**config.mk**
```make
export PLATFORM = sky130hd
export DESIGN_NAME = tsense_spi_scheduler_flat
export DESIGN_NICKNAME = d
export VERILOG_FILES = /design/src/rtl/tsense_spi_scheduler_if.sv /design/src/rtl/tsense_spi_scheduler.sv /design/src/flat_wrapper.sv
export SDC_FILE = /design/constraint.sdc
export NUM_CORES = 1
export LEC_CHECK = 0
export BUFFER_PORTS_ARGS = -buffer_cell sky130_fd_sc_hd__buf_2
export CORE_MARGIN = 4
export CORE_UTILIZATION = 40
export CTS_BUF_LIST = sky130_fd_sc_hd__clkbuf_8
export CTS_CLUSTER_SIZE = 30
export DETAILED_ROUTE_END_ITERATION = 6
export RECOVER_POWER = 25
export SETUP_SLACK_MARGIN = 0.1
export SYNTH_ARGS = -nofsm -noshare
export SYNTH_HDL_FRONTEND = slang
export SYNTH_SLANG_ARGS = --single-unit
```
**constraint.sdc**
```tcl
create_clock -name SYSCLK -period 2.2 [get_ports SYSCLK]
set_input_delay 0.66 -clock SYSCLK [delete_from_list [all_inputs] [get_ports SYSCLK]]
set_output_delay 0.66 -clock SYSCLK [all_outputs]
set_load 0.03 [all_outputs]
```
**src/rtl/tsense_spi_scheduler_if.sv**
```systemverilog
// Purpose: pin/result bundle between the sensor scan controller and its environment.
// Latency: none, wires only.
// Backpressure: none; results are pulse-qualified (DATA_VALID, SCAN_DONE) and not stallable.
// Signals: EN, ONESHOT, THRESH and SIO flow into the scheduler. SCK, CS_N, TEMP_ALL,
//          DATA_VALID, DATA_IDX, ALARM, SCAN_DONE and BUSY flow out of it.
interface tsense_spi_scheduler_if #(
    parameter int NSENS = 4
);
    localparam int IW = $clog2(NSENS);

    logic                 EN;
    logic                 ONESHOT;
    logic [7:0]           THRESH;
    logic                 SIO;
    logic                 SCK;
    logic [NSENS-1:0]     CS_N;
    logic [8*NSENS-1:0]   TEMP_ALL;
    logic                 DATA_VALID;
    logic [IW-1:0]        DATA_IDX;
    logic [NSENS-1:0]     ALARM;
    logic                 SCAN_DONE;
    logic                 BUSY;

    // Scheduler side: drives the SPI pins and the result store.
    modport master (
        input  EN, ONESHOT, THRESH, SIO,
        output SCK, CS_N, TEMP_ALL, DATA_VALID, DATA_IDX, ALARM, SCAN_DONE, BUSY
    );

    // Environment side: sensors plus control/consumer logic.
    modport slave (
        output EN, ONESHOT, THRESH, SIO,
        input  SCK, CS_N, TEMP_ALL, DATA_VALID, DATA_IDX, ALARM, SCAN_DONE, BUSY
    );
endinterface

```
**src/rtl/tsense_spi_scheduler.sv**
```systemverilog
// Purpose: round-robin 8-bit SPI read of NSENS temperature sensors on a shared SCK/SIO bus.
// Latency: CS_N low 1 cycle after EN/ONESHOT; per-sensor period SETUP_CYC+16+1+GAP_CYC cycles.
// Backpressure: none; results are one-cycle DATA_VALID pulses into a register store.
// Ports: SYSCLK/RSTN plain clock and async active-low reset; everything else via bus
//        (master modport): EN/ONESHOT control, THRESH signed alarm level, SIO serial in,
//        SCK/CS_N to the sensors, TEMP_ALL/ALARM stores, DATA_VALID/DATA_IDX/SCAN_DONE/BUSY status.
module tsense_spi_scheduler #(
    parameter int NSENS     = 4,
    parameter int SETUP_CYC = 2,
    parameter int GAP_CYC   = 8
) (
    input  logic                          SYSCLK,
    input  logic                          RSTN,
    tsense_spi_scheduler_if.master        bus
);
    localparam int IW   = $clog2(NSENS);
    localparam int CMAX = (SETUP_CYC > GAP_CYC) ? SETUP_CYC : GAP_CYC;
    localparam int CW   = $clog2(CMAX + 1);

    typedef enum logic [2:0] {
        S_IDLE,
        S_SETUP,
        S_SHIFT,
        S_HOLD,
        S_GAP
    } state_t;

    state_t               state_q, state_d;
    logic [CW-1:0]        cnt_q, cnt_d;
    logic [3:0]           hc_q, hc_d;
    logic [IW-1:0]        idx_q, idx_d;
    logic                 oneshot_q, oneshot_d;
    logic [7:0]           shift_q, shift_d;
    logic                 sck_q, sck_d;
    logic [NSENS-1:0]     cs_n_q, cs_n_d;
    logic [8*NSENS-1:0]   temp_q, temp_d;
    logic [NSENS-1:0]     alarm_q, alarm_d;
    logic                 dv_q, dv_d;
    logic [IW-1:0]        didx_q, didx_d;
    logic                 done_q, done_d;
    logic                 busy_q, busy_d;

    logic                 last_idx;

    assign last_idx = (idx_q == IW'(NSENS - 1));

    // Next-state logic. Counters are reset on state entry.
    always_comb begin
        state_d   = state_q;
        cnt_d     = cnt_q;
        hc_d      = hc_q;
        idx_d     = idx_q;
        oneshot_d = oneshot_q;
        case (state_q)
            S_IDLE: begin
                idx_d = '0;
                cnt_d = '0;
                if (bus.EN) begin
                    state_d   = S_SETUP;
                    oneshot_d = 1'b0;
                end else if (bus.ONESHOT) begin
                    state_d   = S_SETUP;
                    oneshot_d = 1'b1;
                end
            end
            S_SETUP: begin
                if (cnt_q == CW'(SETUP_CYC - 1)) begin
                    state_d = S_SHIFT;
                    cnt_d   = '0;
                    hc_d    = 4'd0;
                end else begin
                    cnt_d = cnt_q + 1'b1;
                end
            end
            S_SHIFT: begin
                if (hc_q == 4'd15) begin
                    state_d = S_HOLD;
                end else begin
                    hc_d = hc_q + 4'd1;
                end
            end
            S_HOLD: begin
                state_d = S_GAP;
                cnt_d   = '0;
                hc_d    = 4'd0;
            end
            S_GAP: begin
                if (cnt_q == CW'(GAP_CYC - 1)) begin
                    cnt_d = '0;
                    idx_d = last_idx ? '0 : idx_q + 1'b1;
                    if (oneshot_q && last_idx) begin
                        // End of a single scan; EN held high turns it into continuous mode.
                        oneshot_d = 1'b0;
                        state_d   = bus.EN ? S_SETUP : S_IDLE;
                    end else if (oneshot_q || bus.EN) begin
                        state_d = S_SETUP;
                    end else begin
                        state_d = S_IDLE;
                        idx_d   = '0;
                    end
                end else begin
                    cnt_d = cnt_q + 1'b1;
                end
            end
            default: state_d = S_IDLE;
        endcase
    end

    // Outputs are decoded from the next state so every pin is a flop that
    // already shows the new state's value during the state's first cycle.
    always_comb begin
        sck_d   = 1'b0;
        cs_n_d  = '1;
        shift_d = shift_q;
        temp_d  = temp_q;
        alarm_d = alarm_q;
        dv_d    = 1'b0;
        didx_d  = didx_q;
        done_d  = 1'b0;
        busy_d  = (state_d != S_IDLE);

        if (state_d == S_SETUP || state_d == S_SHIFT) begin
            cs_n_d[idx_d] = 1'b0;
        end

        // SIO is captured on the same edge that raises SCK (even half-bits).
        if (state_d == S_SHIFT && !hc_d[0]) begin
            sck_d   = 1'b1;
            shift_d = {shift_q[6:0], bus.SIO};
        end

        if (state_d == S_HOLD) begin
            temp_d[8*idx_q +: 8] = shift_q;
            alarm_d[idx_q]       = ($signed(shift_q) >= $signed(bus.THRESH));
            dv_d                 = 1'b1;
            didx_d               = idx_q;
            done_d               = last_idx;
        end
    end

    always_ff @(posedge SYSCLK or negedge RSTN) begin
        if (!RSTN) begin
            state_q   <= S_IDLE;
            cnt_q     <= '0;
            hc_q      <= 4'd0;
            idx_q     <= '0;
            oneshot_q <= 1'b0;
            shift_q   <= 8'h00;
            sck_q     <= 1'b0;
            cs_n_q    <= '1;
            temp_q    <= '0;
            alarm_q   <= '0;
            dv_q      <= 1'b0;
            didx_q    <= '0;
            done_q    <= 1'b0;
            busy_q    <= 1'b0;
        end else begin
            state_q   <= state_d;
            cnt_q     <= cnt_d;
            hc_q      <= hc_d;
            idx_q     <= idx_d;
            oneshot_q <= oneshot_d;
            shift_q   <= shift_d;
            sck_q     <= sck_d;
            cs_n_q    <= cs_n_d;
            temp_q    <= temp_d;
            alarm_q   <= alarm_d;
            dv_q      <= dv_d;
            didx_q    <= didx_d;
            done_q    <= done_d;
            busy_q    <= busy_d;
        end
    end

    assign bus.SCK        = sck_q;
    assign bus.CS_N       = cs_n_q;
    assign bus.TEMP_ALL   = temp_q;
    assign bus.ALARM      = alarm_q;
    assign bus.DATA_VALID = dv_q;
    assign bus.DATA_IDX   = didx_q;
    assign bus.SCAN_DONE  = done_q;
    assign bus.BUSY       = busy_q;
endmodule
```
**src/flat_wrapper.sv**
```systemverilog
// flat-port wrapper written by rule: the top's interface ports become plain ports
module tsense_spi_scheduler_flat 
#(
    parameter int NSENS     = 4,
    parameter int SETUP_CYC = 2,
    parameter int GAP_CYC   = 8
)
  (SYSCLK, RSTN, bus_EN, bus_ONESHOT, bus_THRESH, bus_SIO, bus_SCK, bus_CS_N, bus_TEMP_ALL, bus_DATA_VALID, bus_DATA_IDX, bus_ALARM, bus_SCAN_DONE, bus_BUSY);
  tsense_spi_scheduler_if #(.NSENS(NSENS)) bus_i ();
  input  logic SYSCLK;
  input  logic RSTN;
  input wire logic [$bits(bus_i.EN)-1:0] bus_EN;
  input wire logic [$bits(bus_i.ONESHOT)-1:0] bus_ONESHOT;
  input wire logic [$bits(bus_i.THRESH)-1:0] bus_THRESH;
  input wire logic [$bits(bus_i.SIO)-1:0] bus_SIO;
  output wire logic [$bits(bus_i.SCK)-1:0] bus_SCK;
  output wire logic [$bits(bus_i.CS_N)-1:0] bus_CS_N;
  output wire logic [$bits(bus_i.TEMP_ALL)-1:0] bus_TEMP_ALL;
  output wire logic [$bits(bus_i.DATA_VALID)-1:0] bus_DATA_VALID;
  output wire logic [$bits(bus_i.DATA_IDX)-1:0] bus_DATA_IDX;
  output wire logic [$bits(bus_i.ALARM)-1:0] bus_ALARM;
  output wire logic [$bits(bus_i.SCAN_DONE)-1:0] bus_SCAN_DONE;
  output wire logic [$bits(bus_i.BUSY)-1:0] bus_BUSY;
  assign bus_i.EN = bus_EN;
  assign bus_i.ONESHOT = bus_ONESHOT;
  assign bus_i.THRESH = bus_THRESH;
  assign bus_i.SIO = bus_SIO;
  assign bus_SCK = bus_i.SCK;
  assign bus_CS_N = bus_i.CS_N;
  assign bus_TEMP_ALL = bus_i.TEMP_ALL;
  assign bus_DATA_VALID = bus_i.DATA_VALID;
  assign bus_DATA_IDX = bus_i.DATA_IDX;
  assign bus_ALARM = bus_i.ALARM;
  assign bus_SCAN_DONE = bus_i.SCAN_DONE;
  assign bus_BUSY = bus_i.BUSY;
  tsense_spi_scheduler #(.NSENS(NSENS), .SETUP_CYC(SETUP_CYC), .GAP_CYC(GAP_CYC)) u_core (.SYSCLK(SYSCLK), .RSTN(RSTN), .bus(bus_i));
endmodule
```
==> impl_metrics.ini <==
[routing]
viasPerCell = 4.95
wl_um = 7290
route.detailed.drc = 0
dr_total_vias = 2552
wl_per_cell_um = 14.1
dr.pass1.iters = 4
antenna_left = 0
drt_iter0_markers = 61

[sta]
timing.final.crit_share_pct = 92.0
fin_worst_skew_ns = 0.0107
setup_tns_ns = 0
min_period_ns = 2.02
maxSlewHeadroom_pct = 0.843
slew_viol_final = 0
final-setup-viol-count = 0
fmax_mhz = 494
finalHoldViolCount = 0
worst_pin_slew_ns = 1.49
rsz0062_at_grt = true
fin_hold_ws_ns = 0.480

[cts]
htreeDepth = 3
clkSinkCount = 68
ctsHoldBuffers = 0
cts_buffer_depth = 2
cts_buffers = 9
path_clk_slew_ns = 0.08
clkLatencyLatePin_ns = 0.35
cts_tree = built
cts-root-buf = clkbuf_8

[critical_path]
required_ns = 2.43
path_delay_family = simple AND/OR/NAND/NOR gates
path_cells = inv_1 > ha_1 > nor3b_4 > nor4b_2 > or3_4 > nand3b_4 > mux2_2
endpoint_kind = flop
crit_path_max_fanout = 9
cp_slowest_cell = dfrtp_1
crit_type = reg2reg
cp_slowest_stage_delay_ns = 0.43
path_buf_inv = 1
crit_path_start_kind = flop
worstPathArrival_ns = 2.26

[layout]
drive_gt1_share_pct = 30.7
fill_cells = 728
ff_latch_area_um2 = 1710
synthToLayoutAreaGrowth_pct = 26.6
multi_input_area_um2 = 1450
n_antenna_cell = 0
layout.nets = 438

[place]
port_buffers = 58
gp_congestion = 0.776
dp_hpwl_um = 5090

[synth]
synthTopCellsByArea = dfrtp_1 (50%), nand2_1 (10%), ha_1 (6.2%)
synth.avg_cell_area_um2 = 9.92
synth_cells = 324
ys_warn_count = 0
synth_edf_count = 0
synth_async_sr_flop_share_pct = 100
synth_cell_types = 49
ys_seq_area_share_pct = 53.1
yosys.area.top_type_share_pct = 49.8
ys_seq_elements = 68
yosys.cell_count.top_type = nand2_1
synth_commonest_cells = nand2_1 (87), dfrtp_1 (64), o21ai_0 (39)
syn_nets = 353
yosysTopAreaCell = dfrtp_1
netlist_area_um2 = 3210
yosys_most_used_dff = dfrtp_1

[floorplanning]
initial_core_util_pct = 41.4
die_area_um2 = 9530
io_pins = 59
placementRows = 32
dieHeight_um = 97.6
design.core.area_um2 = 7770
chipWidth_um = 97.6

[power_and_ir_drop]
switching_share_pct = 34.3
intPower_mw = 2.83
p_seq_share_pct = 39.5
finalPower_mw = 4.31
powerDensity_nw_per_um2 = 1060
pwr-share-clk_pct = 28.7
p_switching_mw = 1.48
vdd_drop_max_mv = 0.619
pwr-share-comb_pct = 31.8
leakage_nw = 2.00

[grt]
first_global_vias = 2523
grt_pass1_wl_um = 12300
track_usage_pct = 16.1
gr-total-overflow = 0
grt_antenna_before_repair = 0
grt_max_degree = 69

[min_path]
min_path_type = reg2reg

[flow_run]
drv_cap = 0

[status]
run_status = complete, no violations
-- logic make-up after synthesis --
logic type / count (synthesis) / synth area share (%)
AOI/OAI and AO/OA: 70 / 13.2
xor gates and xnor gates: 1 / 0.273
adders and majority gates: 16 / 6.23
buffers and inverters: 29 / 4.01
DFF: 68 / 53.1
muxes: 12 / 4.13
and+or+nand+nor: 128 / 19.0
-- worst reg2reg max path, cell delays in order, from the launching register on --
cell and delay, ns:
dfrtp_1 0.43, inv_1 0.08, ha_1 0.13, nor3b_4 0.29
nor4b_2 0.10, or3_4 0.34, nand3b_4 0.23, mux2_2 0.31
-- registers in the layout, summed over array words and instances (netlist names), 2 cells and up --
name / flops
u_core.bus.TEMP_ALL: 32
u_core.cnt_q: 4
u_core.bus.CS_N: 4
u_core.hc_q: 4
u_core.bus.ALARM: 4
u_core.bus.DATA_IDX: 2
u_core.idx_q: 2
u_core.shift_q: 8
u_core.state_q: 3
-- per-layer routing --
layer	part of all wire, %	global-route usage, %
met2	48	26.4
met5	0	0
met4	1.3	6.07
met3	5.0	3.16
met1	46	20.9
-- cell type report --
| class | instances | area share, % |
|---|---|---|
| Sequential cell | 68 | 41.9 |
| Tap cell | 102 | 3.14 |
| Clock inverter | 7 | 2.86 |
| Timing Repair Buffer | 82 | 11.5 |
| Inverter | 21 | 1.94 |
| Multi-Input combinational cell | 227 | 35.6 |
| Clock buffer | 9 | 3.04 |
-- worst paths after layout --
check	start	slack, ns	end	cells past startpoint
min in group asynchronous	RSTN	0.77	u_core.bus.TEMP_ALL[25]	2
worst max-delay path	u_core.cnt_q[1]	0.18	u_core.shift_q[2]	7
worst min-delay path	u_core.bus.TEMP_ALL[3]	0.48	u_core.bus.TEMP_ALL[3]	2
worst min register to register	u_core.bus.TEMP_ALL[3]	0.48	u_core.bus.TEMP_ALL[3]	2
max in group asynchronous	RSTN	0.53	u_core.bus.DATA_IDX[0]	2
worst max register to register	u_core.cnt_q[1]	0.18	u_core.shift_q[2]	7
-- power by group through the flow --
stage	clock network (mW)	registers [mW]	logic [mW]
2_1_floorplan	0	1.69	0.861
5_1_grt	1.33	1.74	1.54
6_report	1.24	1.70	1.37
4_1_cts	1.26	1.70	1.27
3_5_place_dp	0	1.72	1.27
3_3_place_gp	0	1.72	1.25
-- repair_timing --
| action | in CTS | in global routing |
|---|---|---|
| resized for setup | 0 | 11 |
| setup buffers | 0 | 4 |
| setup endpoints to repair | 0 | 13 |
-- metrics by stage --
stage / setup slack [ns] / std cells / cell area [µm²] / util, %
6_report: 0.176 / 516 / 4070 / 52.4
5_1_grt: 0.0547 / 516 / 4070 / 52.4
4_1_cts: 0.107 / 512 / 3990 / 51.3
3_5_place_dp: 0.100 / 496 / 3740 / 48.2
3_3_place_gp: 0.122 / 496 / 3740 / 48.2
2_1_floorplan: 0.201 / 324 / 3210 / -
-- layout by cell type (no fill, tap or decap), types with 2 or more instances in the layout --
cell type   n
a21oi_1     7
and3b_1     2
buf_2      59
buf_4      23
bufinv_16   3
clkbuf_8    9
clkinv_4    2
dfrtp_1    64
dfstp_2     4
ha_1       15
inv_1      22
mux2_2     10
mux2i_1     2
nand2_1    87
nand2b_1    3
nand3_1     2
nor2_1      6
nor2b_1     3
nor3_1      6
nor3b_1     3
o21ai_0    39
o22ai_1     2
o31ai_1     5
or4_1       2
(Power assumes the default switching activity.)
